<file path="src/rtl/counter_pkg.sv">
`default_nettype none
// ============================================================================
// Module      : counter_pkg
// Description : Shared encodings for the programmable up/down counter:
//               count direction and terminal-count behaviour.
// Revision    : 1.0 - initial release
// ============================================================================
package counter_pkg;

  // dir encoding
  localparam logic DIR_UP       = 1'b0;
  localparam logic DIR_DOWN     = 1'b1;

  // mode encoding
  localparam logic MODE_WRAP    = 1'b0;
  localparam logic MODE_ONESHOT = 1'b1;

endpackage : counter_pkg
`default_nettype wire

</file>
<file path="src/rtl/prog_updown_counter.sv">
`default_nettype none
// ============================================================================
// Module      : prog_updown_counter
// Description : Programmable-modulus up/down counter with synchronous clear,
//               load, wrap or one-shot terminal behaviour, terminal-count flag
//               and a carry-out for cascading instances.
// Revision    : 1.0 - initial release
// ----------------------------------------------------------------------------
// Ports
//   clk   in   1      rising-edge clock
//   rst   in   1      asynchronous reset, active-high (d=RESET_VAL, done=0)
//   clr   in   1      synchronous clear to 0 (highest synchronous priority)
//   load  in   1      synchronous load of b (beats counting, ignores en)
//   en    in   1      count enable
//   dir   in   1      0 = up, 1 = down
//   mode  in   1      0 = wrap, 1 = one-shot
//   b     in   WIDTH  load value
//   l     in   WIDTH  terminal limit (modulus l+1)
//   d     out  WIDTH  registered count value
//   tc    out  1      terminal count, combinational from d, dir, l
//   co    out  1      carry-out, tc & en & ~done
//   done  out  1      registered one-shot complete flag
// ============================================================================
module prog_updown_counter
  import counter_pkg::*;
#(
  parameter int          WIDTH     = 4,
  parameter int unsigned RESET_VAL = 0
) (
  input  logic             clk,
  input  logic             rst,
  input  logic             clr,
  input  logic             load,
  input  logic             en,
  input  logic             dir,
  input  logic             mode,
  input  logic [WIDTH-1:0] b,
  input  logic [WIDTH-1:0] l,
  output logic [WIDTH-1:0] d,
  output logic             tc,
  output logic             co,
  output logic             done
);

  localparam logic [WIDTH-1:0] D_RESET = RESET_VAL[WIDTH-1:0];

  logic [WIDTH-1:0] d_next;
  logic             done_next;

  // Terminal count: up stops at l, down stops at 0.
  assign tc = (dir == DIR_UP) ? (d == l) : (d == '0);

  // A finished one-shot never propagates a carry, even if en is high.
  assign co = tc & en & ~done;

  always_comb begin
    d_next    = d;
    done_next = done;
    if (clr) begin
      d_next    = '0;
      done_next = 1'b0;
    end else if (load) begin
      d_next    = b;
      done_next = 1'b0;
    end else if (en && !done) begin
      if (tc) begin
        if (mode == MODE_ONESHOT) begin
          done_next = 1'b1;
        end else if (dir == DIR_UP) begin
          d_next = '0;
        end else begin
          d_next = l;
        end
      end else if (dir == DIR_UP) begin
        // Modular increment: a value loaded above l runs through the top,
        // wraps to 0 and then climbs to l.
        d_next = d + WIDTH'(1);
      end else begin
        d_next = d - WIDTH'(1);
      end
    end
  end

  always_ff @(posedge clk or posedge rst) begin
    if (rst) begin
      d    <= D_RESET;
      done <= 1'b0;
    end else begin
      d    <= d_next;
      done <= done_next;
    end
  end

endmodule : prog_updown_counter
`default_nettype wire

</file>
<file path="config.mk">
export PLATFORM = sky130hd
export DESIGN_NAME = prog_updown_counter
export DESIGN_NICKNAME = d
export VERILOG_FILES = /design/src/rtl/counter_pkg.sv /design/src/rtl/prog_updown_counter.sv
export SDC_FILE = /design/constraint.sdc
export NUM_CORES = 1
export LEC_CHECK = 0
export CORE_MARGIN = 10
export CORE_UTILIZATION = 40
export DETAILED_ROUTE_END_ITERATION = 6
export PLACE_DENSITY_LB_ADDON = 0.3
export SKIP_LAST_GASP = 1
export SYNTH_ARGS = -nofsm -noshare
export SYNTH_HDL_FRONTEND = slang
export SYNTH_SLANG_ARGS = --single-unit
</file>
<file path="constraint.sdc">
create_clock -name clk -period 2.1 [get_ports clk]
set_input_delay 0.42 -clock clk [delete_from_list [all_inputs] [get_ports clk]]
set_output_delay 0.42 -clock clk [all_outputs]
set_load 0.05 [all_outputs]
</file>
==> results.py, run 1 <==
metrics = {
    "sta": {
        "skew_ps": 3.87,
        "min_period_over_period": 0.955,
        "slew_headroom": 0.665,
        "finalHoldViolCount": 0,
        "rsz0062_at_grt": "false",
        "tightest_slew_ps": 501,
        "clock.fmax_mhz": 498,
        "period_needed_ps": 2010,
        "finalSetupViolCount": 0,
        "finalMaxSlewViolations": 0,
    },
    "worst_setup_path": {
        "slowest_delay_ps": 480,
        "critPathCaptureType": "output port",
        "path_max_fanout": 6,
        "worstPathBufferInverterCount": 1,
        "reg2reg_depth": 6,
        "slowest_stage": "dfrtp_2",
        "start_kind": "register",
        "path_depth": 5,
        "path_cells": "xnor2_2 -> nand4_2 -> o21ai_4 -> nor2b_4 -> buf_12",
        "cp_top_family": "flip-flops",
        "worstSetupPathType": "reg -> out",
        "required_ps": 1680,
        "cp.arrival_ps": 1590,
    },
    "floorplanning": {
        "coreArea_um2": 1270,
        "die-area_um2": 3180,
        "num_rows": 13,
        "die_x_um": 56.4,
        "io_pins": 22,
        "start_util": 0.418,
        "chipHeight_um": 56.4,
    },
    "clock_network": {
        "holdBufCountCts": 0,
        "cts.sinks": 5,
        "clk_latency_ps": 250,
        "cts_buffer_depth": 2,
        "tritoncts": "done",
        "clk_pin_slew_ps": 50,
        "cts_root_buf": "clkbuf_4",
        "htreeDepth": 1,
        "cts_made_buffers": 3,
    },
    "detailed_routing": {
        "drc_errors": 0,
        "routed_wl_um": 1820,
        "viasPerCell": 5.72,
        "drtPass1Iterations": 4,
        "ant_nets": 0,
        "vias": 641,
        "first_iter_violations": 14,
        "detail_route.wl_per_cell_um": 16.2,
    },
    "final_layout": {
        "synthToLayoutAreaGrowth_pct": 79.5,
        "layout_common_cells": "clkdlybuf4s50_1, buf_4, dlygate4sd2_1",
        "final_common_cell": "clkdlybuf4s50_1",
        "drive_gt1_frac": 0.320,
        "final_cells": 112,
        "num_antenna_cells": 0,
        "seq_area_um2": 130,
        "fillCellCount": 103,
        "final_nets": 116,
        "multiInputGateArea_um2": 442,
        "final_area_um2": 952,
    },
    "global_routing": {
        "grt_overflow": 0,
        "grt_max_degree": 10,
        "grt.total_usage": 0.121,
        "antenna_found_initial": 0,
        "grt_pass1_vias": 712,
        "grt_pass1_wl_um": 3200,
    },
    "yosys": {
        "synth_area_um2": 531,
        "synthArstFlopShare": 1.00,
        "synth_fp_nets": 80,
        "synth_edf_count": 0,
        "avgSynthCellArea_um2": 8.56,
        "yosys_warnings": 0,
        "ys_ff_latch": 5,
        "synth_cells": 62,
        "synth_flop_cell": "dfrtp_1",
        "synth_cell_types": 33,
        "synth-seq-area-share": 0.236,
    },
    "placed_design": {
        "dp_cells": 107,
        "finalWeightedCongestion": 0.817,
        "hpwl_um": 1540,
        "place_area_um2": 917,
        "numPortBuffers": 21,
    },
    "pwr": {
        "vdd_ir_drop_max_v": 0.000394,
        "p_per_area_nw_per_um2": 565,
        "p_leak_nw": 0.419,
    },
    "min_path": {
        "min_path_type": "in -> async",
    },
    "job": {
        "drv_cap": 0,
    },
    "outcome": {
        "status": "finished clean",
    },
}
[per-layer routing]
layer  up-vias  global-route usage  wire length, um
li1        306                   -                -
met1       310               0.126              733
met2        21               0.208              943
met3         4              0.0449              102
met4         0              0.0584               36
met5         -                   0                0
[cell usage after synthesis, types with 2 or more instances]
cell | number | share of area
dfrtp_1 | 5 | 0.24
a21oi_1 | 4 | 0.038
inv_1 | 4 | 0.028
nand2_1 | 4 | 0.028
xnor2_1 | 4 | 0.066
a31oi_1 | 3 | 0.035
nand2b_1 | 3 | 0.035
a32oi_1 | 2 | 0.033
ha_1 | 2 | 0.047
mux2i_1 | 2 | 0.038
nand3_1 | 2 | 0.019
nor2_1 | 2 | 0.014
nor2b_1 | 2 | 0.024
nor3_1 | 2 | 0.019
o21ai_1 | 2 | 0.019
xor2_1 | 2 | 0.033
[where the power goes]
part | internal (W) | switching, W
Combinational | 0.000146 | 0.000147
Sequential | 0.000107 | 0.0000241
Clock | 0.0000692 | 0.0000446
[sequential cells by signal (all words and copies together) (netlist names)]
register  cells
d             4
done          1
[path summary, 6_finish.rpt]
kind,start,endpoint,slack (ps)
max reg2reg,d[2],d[3],260
min reg2reg,done,done,580
min in group clk,done,done,580
max,d[1],co,90
max in group asynchronous,rst,d[3],1530
min,rst,done,370
[metrics by stage]
stage	setup TNS (ps)	total power (W)	setup WS, ps	utilization	hold slack [ps]
global route	0	0.000577	3.68	0.750	380
finish	0	0.000538	93.8	0.750	373
detailed placement	-475	0.000418	-177	0.723	571
floorplan	-59.1	0.000290	-59.1	-	198
global placement	-269	0.000411	-141	0.723	557
CTS	0	0.000535	63.0	0.740	360
[area by class of cell]
| cell class | instances | area share |
|---|---|---|
| inverters | 4 | 0.0158 |
| repair buffers | 32 | 0.335 |
| multi-input cells | 52 | 0.464 |
| well taps | 15 | 0.0197 |
| clock buffers | 3 | 0.0237 |
| clock inverters | 1 | 0.00526 |
| flip-flops and latches | 5 | 0.137 |
[cell families after synthesis]
logic type / Yosys count / share of synthesized area
AO/OA/AOI/OAI: 18 / 0.234
buffers and inverters: 5 / 0.0354
XOR/XNOR: 6 / 0.0991
adder cells (fa/ha/maj): 3 / 0.0849
flip-flops: 5 / 0.236
AND/OR/NAND/NOR: 23 / 0.274
multiplexers: 2 / 0.0377
[what timing repair did]
| action | CTS | global route |
|---|---|---|
| gates resized for setup | 5 | 1 |
| setup buffers | 0 | 1 |
| pin swaps | 3 | 3 |
| endpoints found under the setup margin | 2 | 1 |
Power figures use the tool's default switching activity.
==> run 2: changes to the inputs <==
- CORE_AREA: unset -> 10 10 47 49
- CORE_MARGIN: 10 -> unset
- CORE_UTILIZATION: 40 -> unset
- DIE_AREA: unset -> 0 0 57 59
- clock period: 2.1 -> 2.2 ns (I/O delays scaled with it)
==> run 2 against run 1 <==
Setup slack worse by 6.5 ps; final cell count is 1.8% lower; combinational power is 11% lower; global-route usage is 2.8 points lower; wire length is 11% lower; flip-flop and latch count stayed put; total power is 8.1% lower; via count is 5.1% lower; core utilization is 10 points lower; non-clock buffer count is 3 lower; count of clock-buffer cells in the layout is 1 higher.
==> results.py, run 2 (synthesized netlist as in run 1, its figures left out) <==
metrics = {
    "detailed_routing": {
        "ant_nets": 0,
        "route.met2.wl_um": 808,
        "first_iter_violations": 36,
        "wl_met3_um": 111,
        "routed_wl_um": 1610,
        "detail_route.wl_per_cell_um": 14.6,
        "drc_errors": 0,
        "drtPass1Iterations": 4,
        "wl_met1_um": 688,
        "vias": 608,
        "topRoutingLayerUsed": "met3",
        "viasPerCell": 5.53,
    },
    "final_layout": {
        "regMostFlops": "d",
        "final_nets": 113,
        "synthToLayoutAreaGrowth_pct": 71.9,
        "final_cells": 110,
        "drive_gt1_frac": 0.277,
        "final_common_cell": "clkdlybuf4s50_1",
        "largest_register_ffs": 4,
        "layout_common_cells": "clkdlybuf4s50_1, buf_4",
        "reg_top3": "d (4), done (1)",
        "num_antenna_cells": 0,
    },
    "worst_setup_path": {
        "required_ps": 1760,
        "slowest_stage": "clkdlybuf4s50_1",
        "cp_top_family": "buffers and inverters",
        "slowest_delay_ps": 490,
        "critPathCaptureType": "output port",
        "start_kind": "input port",
        "path_max_fanout": 2,
        "cp.arrival_ps": 1670,
        "worstPathBufferInverterCount": 2,
        "worstSetupPathType": "in -> out",
        "path_cells": "clkdlybuf4s50_1 -> xnor2_1 -> nand4_2 -> o21ai_4 -> nor2b_4 -> buf_12",
    },
    "clock_network": {
        "tritoncts": "done",
        "cts_made_buffers": 3,
        "cts_root_buf": "clkbuf_4",
        "clk_latency_ps": 240,
        "htreeDepth": 1,
        "cts_buffer_depth": 2,
        "clk_pin_slew_ps": 50,
        "holdBufCountCts": 0,
        "cts.sinks": 5,
    },
    "floorplanning": {
        "die_x_um": 57,
        "die-area_um2": 3360,
        "num_rows": 14,
        "coreArea_um2": 1400,
        "start_util": 0.379,
        "io_pins": 22,
        "chipHeight_um": 59,
    },
    "sta": {
        "finalSetupViolCount": 0,
        "fin_tns_setup_ps": 0,
        "skew_ps": 10.3,
        "min_period_over_period": 0.960,
        "period_needed_ps": 2110,
        "tightest_slew_ps": 505,
        "worst_slack_ps": 87.3,
        "finalHoldViolCount": 0,
        "slew_headroom": 0.662,
        "finalMaxSlewViolations": 0,
        "clock.fmax_mhz": 473,
        "rsz0062_at_grt": "false",
    },
    "placed_design": {
        "hpwl_um": 1360,
        "finalWeightedCongestion": 0.782,
        "dp_cells": 106,
        "numPortBuffers": 21,
        "pre_cts_slack_ps": -83.7,
    },
    "job": {
        "drv_cap": 0,
    },
    "global_routing": {
        "grt_pass1_vias": 605,
        "antenna_found_initial": 0,
        "grt_max_degree": 9,
        "grt_overflow": 0,
        "grt.total_usage": 0.0938,
        "grt_pass1_wl_um": 2630,
    },
    "pwr": {
        "p_per_area_nw_per_um2": 542,
        "vdd_ir_drop_max_v": 0.000391,
        "p_leak_nw": 0.398,
    },
    "outcome": {
        "status": "finished clean",
    },
    "min_path": {
        "min_path_type": "in -> async",
    },
}
-- run 2: cell count changes in the layout (fill, tap and decap cells not counted), sizes merged --
| cell | before | now |
|---|---|---|
| buf | 13 | 10 |
| dlygate4sd2 | 5 | 3 |
| clkinv | 1 | 0 |
| clkbuf | 3 | 4 |
| dlymetal6s2s | 0 | 1 |
| clkdlybuf4s50 | 14 | 15 |
-- run 2: worst register-to-register path, cell delays in order (launching register included) --
cell and delay [ps]:
dfrtp_2 470, nor3_2 320, nand3_1 200, buf_4 190, mux2i_1 110, a2111oi_0 290
nand2b_1 160
-- run 2: area by class of cell --
class	instances	area (um^2)
well taps	16	20.0
multi-input cells	52	428
clock buffers	4	26.3
fillers	126	489
flip-flops and latches	5	130
inverters	4	15.0
repair buffers	29	293
-- run 2: what timing repair did --
| action | 4_1_cts | 5_1_grt |
|---|---|---|
| pin swaps | 1 | 2 |
| gates resized for setup | 3 | 2 |
| setup buffers | 0 | 0 |
| endpoints found under the setup margin | 1 | 1 |
-- run 2: final timing paths --
check,slack [ps],cells after the start,startpoint,end
max,90,6,l[0],co
max in group asynchronous,1600,2,rst,d[2]
min,390,2,rst,d[3]
min reg2reg,590,2,done,done
min in group clk,590,2,done,done
max reg2reg,390,6,d[3],d[2]
-- run 2: power breakdown --
part           switching, W  internal (W)
Combinational      0.000134      0.000128
Sequential        0.0000207      0.000102
Clock             0.0000401     0.0000687
-- run 2: layer usage --
metal,vias to the layer above,track usage
li1,302,-
met1,291,0.109
met2,15,0.158
met3,0,0.0300
met4,0,0.0302
met5,-,0
-- run 2: through the flow --
stage / cell area, um^2 / utilization / total power [W] / hold slack (ps)
after floorplan: 577 / - / 0.000274 / 218
after global placement: 883 / 0.630 / 0.000386 / 560
after detailed placement: 883 / 0.630 / 0.000387 / 600
after CTS: 906 / 0.646 / 0.000494 / 402
after global routing: 912 / 0.651 / 0.000523 / 426
final: 912 / 0.651 / 0.000494 / 394
==> run 3: changes to the inputs <==
- GPL_TIMING_DRIVEN: unset -> 0
- SLEW_MARGIN: unset -> 25
==> run 3 against run 2 <==
Critical path type is now reg -> out; maximum frequency grew 1.4%; hold slack gained 4.9 ps; first-iteration DRC count shrank 83%; critical path depth shrank 1.
==> results.py, run 3 (synthesized netlist as in run 1, its figures left out) <==
metrics = {
    "sta": {
        "slew_headroom": 0.662,
        "finalHoldViolCount": 0,
        "period_needed_ps": 2080,
        "rsz0062_at_grt": "false",
        "hold_slack_ps": 399,
        "clock.fmax_mhz": 480,
        "finalSetupViolCount": 0,
        "finalMaxSlewViolations": 0,
        "skew_ps": 1.60,
        "fin_tns_setup_ps": 0,
        "tightest_slew_ps": 505,
        "min_period_over_period": 0.947,
    },
    "global_routing": {
        "grt_overflow": 0,
        "grt_pass1_vias": 622,
        "grt_max_degree": 10,
        "antenna_found_initial": 0,
        "grt.total_usage": 0.0977,
        "grt_pass1_wl_um": 2680,
    },
    "pwr": {
        "p_int_w": 0.000285,
        "p_comb_frac": 0.531,
        "p_sw_w": 0.000194,
        "seq_power_share": 0.258,
        "vdd_ir_drop_max_v": 0.000392,
        "p_per_area_nw_per_um2": 539,
        "p_leak_nw": 0.389,
        "p_clk_frac": 0.211,
        "p_sw_frac": 0.405,
    },
    "detailed_routing": {
        "first_iter_violations": 6,
        "viasPerCell": 5.62,
        "ant_nets": 0,
        "drc_errors": 0,
        "detail_route.wl_per_cell_um": 16.4,
        "drtPass1Iterations": 2,
        "routed_wl_um": 1740,
        "vias": 596,
    },
    "final_layout": {
        "final_cells": 106,
        "final_nets": 109,
        "synthToLayoutAreaGrowth_pct": 67.5,
        "regMostFlops": "d",
        "fillCellCount": 131,
        "largest_register_ffs": 4,
        "num_antenna_cells": 0,
        "reg_top3": "d (4), done (1)",
        "drive_gt1_frac": 0.267,
        "final_common_cell": "clkdlybuf4s50_1",
    },
    "placed_design": {
        "numPortBuffers": 21,
        "dp_cells": 99,
        "finalWeightedCongestion": 0.807,
        "hpwl_um": 1400,
    },
    "worst_setup_path": {
        "cp.arrival_ps": 1640,
        "r2r_end": "d[3]",
        "timing.rr.start": "d[2]",
        "critPathCaptureType": "output port",
        "path_max_fanout": 7,
        "critPathLaunch": "d[3]",
        "worstSetupPathType": "reg -> out",
        "start_kind": "register",
        "r2r_slack_ps": 320,
        "required_ps": 1760,
        "reg2reg_depth": 6,
        "crit_end": "co",
    },
    "clock_network": {
        "cts.sinks": 5,
        "holdBufCountCts": 0,
        "tritoncts": "done",
        "clk_pin_slew_ps": 40,
        "cts_made_buffers": 3,
        "clk_latency_ps": 230,
        "cts_root_buf": "clkbuf_4",
        "cts_buffer_depth": 2,
        "htreeDepth": 1,
    },
    "job": {
        "drv_cap": 0,
    },
    "min_path": {
        "min_path_type": "in -> async",
    },
    "floorplanning": {
        "die-area_um2": 3360,
        "chipHeight_um": 59,
        "io_pins": 22,
        "coreArea_um2": 1400,
        "start_util": 0.379,
        "num_rows": 14,
        "die_x_um": 57,
    },
    "outcome": {
        "status": "finished clean",
    },
}
## run 3: cell types whose count changed in the layout (fill, tap and decap cells not counted), sizes merged
cell	previous run	this run
dlymetal6s2s	1	2
clkbuf	4	5
clkdlybuf4s50	15	14
buf	10	5
## run 3: critical path: stages (launching register included)
cell     delay [ps]
dfrtp_2         470
nor3_2          340
nand3_2         180
o21ai_4         100
nor2b_4         170
buf_8           150
## run 3: final cells by class
type	instances	area [um^2]	share of cell area
Tap cell	16	20.0	0.0225
Buffer	1	13.8	0.0155
Clock buffer	4	26.3	0.0296
Timing Repair Buffer	24	234	0.263
Multi-Input combinational cell	52	449	0.506
Inverter	4	15.0	0.0169
Sequential cell	5	130	0.146
## run 3: power groups by stage
stage                     clock network, W  registers, W  logic (W)
after floorplan                          0      0.000150   0.000125
after global placement                   0      0.000125   0.000229
after detailed placement                 0      0.000125   0.000235
after CTS                         0.000106      0.000124   0.000248
after global routing              0.000116      0.000125   0.000270
final                             0.000101      0.000124   0.000254
## run 3: repair_timing
action | in CTS | in global routing
pin swaps | 5 | 2
gates resized for setup | 21 | 3
setup buffers | 2 | 1
setup endpoints to repair | 2 | 2
## run 3: how the worst min path moves through the flow
| stage | endpoint | slack (ps) |
|---|---|---|
| floorplan | done | 220 |
| global placement | done | 590 |
| detailed placement | done | 610 |
| CTS | d[1] | 400 |
| global route | done | 420 |
| finish | d[1] | 400 |
## run 3: stage by stage
stage               power (W)  utilization  setup WS [ps]  area [um^2]
floorplan            0.000274            -           10.2          577
global placement     0.000354        0.576           -970          807
detailed placement   0.000360        0.576           -975          807
CTS                  0.000478        0.622           6.87          872
global route         0.000512        0.634           52.3          888
finish               0.000479        0.634            117          888
## run 3: routing by layer
metal	wire, um	track usage	part of all wire	up-vias
met3	99	0.0279	0.057	0
met4	0	0.0638	0	0
li1	-	-	-	296
met1	656	0.0829	0.38	291
met5	0	0	0	-
met2	985	0.192	0.57	9
